--- config.mk ---
export PLATFORM = sky130hd
export DESIGN_NAME = apb_master
export DESIGN_NICKNAME = d
export VERILOG_FILES = /design/src/rtl/apb_pkg.sv /design/src/rtl/apb_master.sv
export SDC_FILE = /design/constraint.sdc
export NUM_CORES = 1
export LEC_CHECK = 0
export ABC_AREA = 1
export BUFFER_PORTS_ARGS = -buffer_cell sky130_fd_sc_hd__buf_2
export CAP_MARGIN = 20
export CORE_ASPECT_RATIO = 0.75
export CORE_MARGIN = 10
export CORE_UTILIZATION = 40
export DETAILED_ROUTE_END_ITERATION = 16
export GPL_ROUTABILITY_DRIVEN = 0
export PLACE_DENSITY = 0.66
export SETUP_SLACK_MARGIN = 0.5
export SYNTH_ARGS = -nofsm -noshare
export SYNTH_HDL_FRONTEND = slang
export SYNTH_SLANG_ARGS = --single-unit
--- constraint.sdc ---
create_clock -name clk -period 1.6 [get_ports clk]
set_clock_uncertainty 0.2 [all_clocks]
set_input_delay 0.16 -clock clk [delete_from_list [all_inputs] [get_ports clk]]
set_output_delay 0.16 -clock clk [all_outputs]
set_load 0.005 [all_outputs]
--- src/rtl/apb_pkg.sv ---
// apb_pkg: APB FSM state encoding and default bus widths.
// Shared by the APB requester and the APB completer.
package apb_pkg;
    localparam int APB_ADDR_W = 4;
    localparam int APB_DATA_W = 8;
    typedef enum logic [1:0] {IDLE = 2'b00, SETUP = 2'b01, ACCESS = 2'b10} apb_state_e;
endpackage

--- src/rtl/apb_master.sv ---
// apb_master: single-outstanding APB requester with a bounded wait on pready.
// Each command runs one SETUP/ACCESS transfer and returns a one-cycle response pulse.
module apb_master
    import apb_pkg::*;
#(
    parameter int ADDR_W  = APB_ADDR_W,
    parameter int DATA_W  = APB_DATA_W,
    parameter int TIMEOUT = 15
) (
    input  logic              clk,
    input  logic              rst,
    input  logic              cmd_valid,
    output logic              cmd_ready,
    input  logic              cmd_wr,
    input  logic [ADDR_W-1:0] cmd_addr,
    input  logic [DATA_W-1:0] cmd_wdata,
    output logic              psel,
    output logic              penable,
    output logic              pwrite,
    output logic [ADDR_W-1:0] paddr,
    output logic [DATA_W-1:0] pwdata,
    input  logic              pready,
    input  logic [DATA_W-1:0] prdata,
    input  logic              pslverr,
    output logic              rsp_valid,
    output logic [DATA_W-1:0] rsp_rdata,
    output logic              rsp_err
);
    apb_state_e state, state_nxt;
    logic [7:0] cnt;
    logic       accept, done, tout;

    assign cmd_ready = (state == IDLE);
    assign psel      = (state != IDLE);
    assign penable   = (state == ACCESS);
    assign accept    = cmd_valid && cmd_ready;
    assign done      = (state == ACCESS) && pready;
    // pready wins over the timeout when both land on the same cycle
    assign tout      = (state == ACCESS) && !pready && (cnt == 8'(TIMEOUT - 1));

    always_ff @(posedge clk or negedge rst) begin
        if (!rst) state <= IDLE;
        else      state <= state_nxt;
    end

    always_comb begin
        state_nxt = (state == IDLE)   ? (cmd_valid ? SETUP : IDLE) :
                    (state == SETUP)  ? ACCESS :
                    (state == ACCESS && !(done || tout)) ? ACCESS : IDLE;
    end

    always_ff @(posedge clk or negedge rst) begin
        if (!rst) begin
            pwrite    <= 1'b0;
            paddr     <= '0;
            pwdata    <= '0;
            cnt       <= 8'd0;
            rsp_valid <= 1'b0;
            rsp_rdata <= '0;
            rsp_err   <= 1'b0;
        end else begin
            if (accept) begin
                pwrite <= cmd_wr;
                paddr  <= cmd_addr;
                pwdata <= cmd_wdata;
            end
            cnt       <= accept ? 8'd0 : (state == ACCESS) ? cnt + 8'd1 : cnt;
            rsp_valid <= done || tout;
            if (done) begin
                rsp_rdata <= pwrite ? '0 : prdata;
                rsp_err   <= pslverr;
            end else if (tout) begin
                rsp_rdata <= '0;
                rsp_err   <= 1'b1;
            end
        end
    end
endmodule
==> results of run 1 <==
through the flow:
| stage | cells | setup WS [ns] | util [%] |
|---|---|---|---|
| global route | 334 | 0.05094 | 72.99 |
| detailed placement | 275 | 0.08615 | 49.97 |
| global placement | 275 | 0.1400 | 49.97 |
| CTS | 323 | 0.1778 | 66.93 |
| finish | 334 | 0.1273 | 72.99 |
| floorplan | 171 | 0.2603 | - |
synth_stat cells (2+ instances only):
| cell | number |
|---|---|
| nand2_1 | 76 |
| o21ai_1 | 4 |
| nor2_2 | 2 |
| inv_2 | 2 |
| o21bai_1 | 2 |
| inv_1 | 10 |
| dfrtp_1 | 33 |
| nand3_2 | 2 |
| nand2_2 | 3 |
| nand3_1 | 17 |
| nor2_1 | 7 |
| ha_1 | 2 |
| buf_4 | 2 |
| o21ai_0 | 2 |
state kept, by name (all words and copies together) (netlist names):
| name | flops |
|---|---|
| cnt | 8 |
| pwdata | 8 |
| rsp_rdata | 8 |
| paddr | 4 |
| state | 2 |
| pwrite | 1 |
| rsp_err | 1 |
| rsp_valid | 1 |
layer usage:
metal	wire, µm	up-vias	share of wire [%]	GRT usage, %
met2	2503	33	53	23.87
met3	278	6	5.9	5.550
met1	1892	719	40	14.83
met5	0	-	0	0
li1	-	757	-	-
met4	33	0	0.70	4.930
tightest hold or removal path, delay by kind of cell:
kind,cells,cell delay [ns]
buffers and inverters,1,0.15
and+or+nand+nor,3,0.20
logic make-up after synthesis:
group,count (synthesis)
AOI/OAI and AO/OA,9
and+or+nand+nor,111
buffers and inverters,16
adders and majority gates,2
DFF,33
power groups by stage:
stage	Sequential [µW]	Combinational (µW)	Clock, µW
floorplan	1410	608	0
global placement	1380	1140	0
detailed placement	1380	1150	0
CTS	1360	1810	692
global route	1420	2420	730
finish	1390	2220	686
area by class of cell:
cell class	count	area, µm²	area share, %
clock buffers	7	96.34	3.653
clock inverters	1	5.005	0.1898
repair buffers	103	758.2	28.75
flip-flops and latches	33	829.5	31.45
inverters	12	52.55	1.992
repair inverters	1	11.26	0.4269
well taps	52	65.06	2.467
multi-input cells	125	819.5	31.07
repair_timing:
action | in CTS | in global routing
cloned | 4 | 0
pin swaps | 10 | 9
resized for setup | 31 | 35
setup endpoints to repair | 59 | 59
hold endpoints to repair | 55 | 0
hold buffers | 23 | 0
buffers inserted | 13 | 11
path summary, 6_finish.rpt:
check                                               from                  endpoint  slack (ns)
worst min-delay path                              pready       rsp_err$_DFFE_PN0P_        0.06
worst max-delay path                  cnt[0]$_DFFE_PN0P_  rsp_rdata[7]$_DFFE_PN0P_        0.13
max in group asynchronous                            rst        cnt[2]$_DFFE_PN0P_        0.65
min in group asynchronous                            rst      paddr[0]$_DFFE_PN0P_        0.23
worst max register to register        cnt[0]$_DFFE_PN0P_  rsp_rdata[7]$_DFFE_PN0P_        0.13
worst min register to register  rsp_rdata[1]$_DFFE_PN0P_  rsp_rdata[1]$_DFFE_PN0P_        0.31
==> flow_summary.json, run 1 <==
{
  "synth_xor_area_share_pct": 0,
  "critPathCaptureType": "register",
  "grt_max_degree": 34,
  "cts_tree": "yes",
  "gr-total-overflow": 0,
  "synth_compound_area_share_pct": 3.396,
  "max_slew_margin_pct": 72.11,
  "async_flop_share_pct": 100.0,
  "p_leak_uw": 0.001400,
  "synthDistinctLibCells": 21,
  "cp_max_fo": 5,
  "reg2reg_depth": 7,
  "worst-path-stages": 7,
  "synth_nets": 199,
  "combPwrFrac_pct": 51.6,
  "synth-simple-area-share_pct": 33.70,
  "antenna_found_initial": 0,
  "slew_violations": 0,
  "worst_slew_pin_slew_ns": 0.4184,
  "p_sw_share_pct": 36.61,
  "start_util_pct": 40.79,
  "area_growth_pct": 78.95,
  "numPortBuffers": 51,
  "htreeDepth": 2,
  "track_usage_pct": 13.65,
  "setup_viol": 0,
  "path_clk_slew_ns": 0.07,
  "hold_ws_ns": 0.05718,
  "p_switching_uw": 1573,
  "synth-edff-count": 0,
  "clk_latency_ns": 0.28,
  "wl_um": 4708,
  "drt-vias-per-instance": 4.536,
  "nNetsFinal": 309,
  "synth_mux_area_share_pct": 0,
  "rsz0062_at_grt": "true",
  "fin_tns_setup_ns": 0,
  "synthAdderAreaFrac_pct": 1.698,
  "die_w_um": 90.10,
  "die_h_um": 72.57,
  "ant_nets": 0,
  "yosys_warnings": 0,
  "totalPowerFinal_uw": 4297,
  "min_period_ns": 1.473,
  "period_share_pct": 92.04,
  "internal_power_uw": 2724,
  "cp.required_ns": 1.57,
  "hpwl_um": 2588,
  "status": "complete, no violations",
  "crit_path_cell_trace": "inv_1 -> ha_2 -> nand3_4 -> nor2_4 -> nand2_4 -> nand3_2 -> nand2_1",
  "vias": 1515,
  "ys_ff_latch": 33,
  "yosys.area.top_type_share_pct": 56.03,
  "final_cell_mix": "nand2_1 (56), buf_2 (50), dfrtp_1 (30)",
  "coreArea_um2": 3613,
  "hp-class": "input port to register",
  "critPathTopFamily": "simple AND/OR/NAND/NOR gates",
  "whs_path_depth": 4,
  "slowest_delay_ns": 0.38,
  "worstSetupPathType": "register to register",
  "grt_pass1_vias": 1594,
  "seqPwrFrac_pct": 32.4,
  "p_per_area_nw_per_um2": 1629,
  "max_freq_ghz": 0.6790,
  "cts_buffers": 5,
  "fin_area_um2": 2638,
  "rows": 19,
  "syn_avg_cell_area_um2": 8.619,
  "grt_pass1_wl_um": 7327,
  "maxCapViolCount": 0,
  "netlist_area_um2": 1474,
  "vdd_drop_max_mv": 1.106,
  "num_io_pins": 52,
  "drive_above_1_share_pct": 51.77,
  "ys_top_cells_by_area": "dfrtp_1 (56%), nand2_1 (19%), nand3_1 (5.8%), inv_1 (2.5%), nor2_1 (1.8%)",
  "final_common_cell": "nand2_1",
  "cts_sinks": 33,
  "slowest_stage": "dfrtp_1",
  "pwr-share-clk_pct": 16.0,
  "clockRootBuffer": "clkbuf_8",
  "synth_top_area_cell": "dfrtp_1",
  "synth_top_family_by_area": "simple AND/OR/NAND/NOR gates",
  "initialDrtViolationCount": 55,
  "cp-start-kind": "register",
  "cp.arrival_ns": 1.45,
  "path_buf_inv": 1,
  "synth-main-ff-cell": "dfrtp_1",
  "n_antenna_cell": 0,
  "dr.pass1.iters": 4,
  "ys_seq_area_share_pct": 56.03,
  "finalHoldViolCount": 0,
  "fillers": 281,
  "cts_buffer_depth": 2,
  "netlist_instances": 171,
  "place_area_um2": 1805,
  "routedWlPerCell_um": 14.10,
  "drc": 0,
  "die-area_um2": 6538
}
Note: power is estimated with default switching activity, not from simulation.
==> inputs of run 2 (changes only) <==
CORE_UTILIZATION = 29   (was 40)
PLACE_DENSITY = default   (was 0.66)
==> run 2 against run 1 <==
Compared with the run above:
- worst setup slack better by 0.017 ns
- cell count is 1.5% higher
- sequential power hardly changed
- combinational power is 20% lower
- wire length is 7.0% lower
- via count is 3.2% lower
- non-clock buffer count stayed put
- maximum frequency is 1.1% higher
- register-to-register slack better by 0.04 ns
- largest cell class unchanged
==> flow_summary.json, run 2 (synthesized netlist as in run 1, its figures left out) <==
{
  "status": "complete, no violations",
  "worst_slew_pin_slew_ns": 0.4190,
  "initialDrtViolationCount": 32,
  "vdd_drop_max_mv": 0.8223,
  "critPathCaptureType": "primary output",
  "cp-start-kind": "register",
  "r2r_setup_slack_ns": 0.17,
  "grt_pass1_wl_um": 7127,
  "finalHoldViolCount": 0,
  "n_antenna_cell": 0,
  "cts_buffer_depth": 2,
  "cts_tree": "yes",
  "grt_max_degree": 34,
  "max_freq_ghz": 0.6868,
  "endpoint": "psel",
  "drc": 0,
  "reg2reg_depth": 7,
  "cts_buffers": 5,
  "antenna_found_initial": 0,
  "path_clk_slew_ns": 0.07,
  "clockRootBuffer": "clkbuf_8",
  "critPathTopFamily": "flip-flops",
  "wl_um": 4378,
  "final_common_cell": "nand2_1",
  "ant_nets": 0,
  "setup_viol": 0,
  "r2r_end": "rsp_err$_DFFE_PN0P_",
  "fin_tns_setup_ns": 0,
  "routedWlPerCell_um": 12.91,
  "die_w_um": 102.3,
  "clk_latency_ns": 0.29,
  "track_usage_pct": 10.87,
  "vias": 1466,
  "max_slew_margin_pct": 72.07,
  "rows": 22,
  "drive_above_1_share_pct": 44.09,
  "min_period_ns": 1.456,
  "slowest_delay_ns": 0.45,
  "num_io_pins": 52,
  "drt-vias-per-instance": 4.324,
  "p_per_area_nw_per_um2": 1513,
  "top_regs": "cnt x8, pwdata x8, rsp_rdata x8",
  "period_share_pct": 91.01,
  "worst-path-stages": 3,
  "timing.rr.start": "cnt[0]$_DFFE_PN0P_",
  "maxCapViolCount": 0,
  "setup_ws_ns": 0.1439,
  "dr.pass1.iters": 4,
  "coreArea_um2": 4900,
  "hpwl_um": 2668,
  "worstSetupPathType": "register to primary output",
  "p_leak_uw": 0.001357,
  "hp-class": "input port to register",
  "place_ws_ns": 0.09040,
  "die-area_um2": 8364,
  "startpoint": "state[0]$_DFF_PN0_",
  "grt_pass1_vias": 1510,
  "area_growth_pct": 68.42,
  "path_buf_inv": 2,
  "nNetsFinal": 306,
  "slew_violations": 0,
  "gr-total-overflow": 0,
  "start_util_pct": 30.08,
  "final_cell_mix": "nand2_1 (75), buf_2 (48), dfrtp_1 (29)",
  "numPortBuffers": 51,
  "crit_path_cell_trace": "nor2_4 -> inv_2 -> buf_6",
  "cp.arrival_ns": 1.10,
  "cp.required_ns": 1.24,
  "die_h_um": 81.74,
  "cts_sinks": 33,
  "htreeDepth": 2,
  "rsz0062_at_grt": "true",
  "slowest_stage": "dfrtp_2",
  "cp_max_fo": 4
}
[run 2: changes by cell type in the layout (fill, tap and decap cells not counted), sizes merged]
cell,previous run,this run
clkinv,1,2
nand2,83,81
inv,13,12
clkbuf,7,6
[run 2: timing repair]
item / 4_1_cts / 5_1_grt
hold buffers: 23 / 0
resized for setup: 24 / 19
pin swaps: 6 / 7
buffers inserted: 14 / 12
hold endpoints to repair: 55 / 0
setup endpoints to repair: 59 / 59
cloned: 1 / 0
[run 2: where the power goes]
group / switching, µW / total, µW / internal (µW)
registers: 209 / 1370 / 1170
logic: 838 / 1780 / 944
clock network: 299 / 600 / 301
total: 1350 / 3760 / 2410
[run 2: worst min path at each step]
stage / startpoint / to / slack (ns) / cells after the start
finish: cmd_valid / state[0]$_DFF_PN0_ / 0.05 / 3
detailed placement: rst / pwdata[5]$_DFFE_PN0P_ / 0.01 / 2
CTS: pready / rsp_err$_DFFE_PN0P_ / 0.04 / 4
floorplan: rst / cnt[0]$_DFFE_PN0P_ / -0.34 / 0
global route: cmd_valid / state[0]$_DFF_PN0_ / 0.06 / 3
global placement: rst / pwdata[5]$_DFFE_PN0P_ / 0.01 / 2
[run 2: metal layers]
layer	track usage, %	routed length [µm]
met1	13.03	1961
met4	4.213	72
met5	0	0
met2	17.02	2024
met3	4.698	319
[run 2: final cells by class]
class	instances	area (µm²)
Fill cell	465	2417
Sequential cell	33	830.8
Timing Repair Buffer	103	729.5
Multi-Input combinational cell	123	711.9
Tap cell	60	75.07
Clock buffer	6	72.57
Inverter	12	52.55
Clock inverter	2	10.01
[run 2: worst reg2reg max path: stages, from the launching register on]
cell,delay (ns)
dfrtp_1,0.38
inv_1,0.06
ha_2,0.18
nand3_4,0.09
nor2_4,0.17
nand2_4,0.11
nand3_2,0.08
nand2_1,0.05
[run 2: through the flow]
stage / hold WS [ns] / cells / power, µW / cell area (µm²) / util [%]
6_report: 0.04555 / 339 / 3756 / 2482 / 50.66
5_1_grt: 0.05582 / 339 / 4070 / 2482 / 50.66
4_1_cts: 0.04129 / 327 / 3525 / 2325 / 47.45
3_5_place_dp: 0.01484 / 281 / 2517 / 1800 / 36.75
3_3_place_gp: 0.01489 / 281 / 2499 / 1800 / 36.75
2_1_floorplan: -0.3356 / 171 / 2013 / 1493 / -
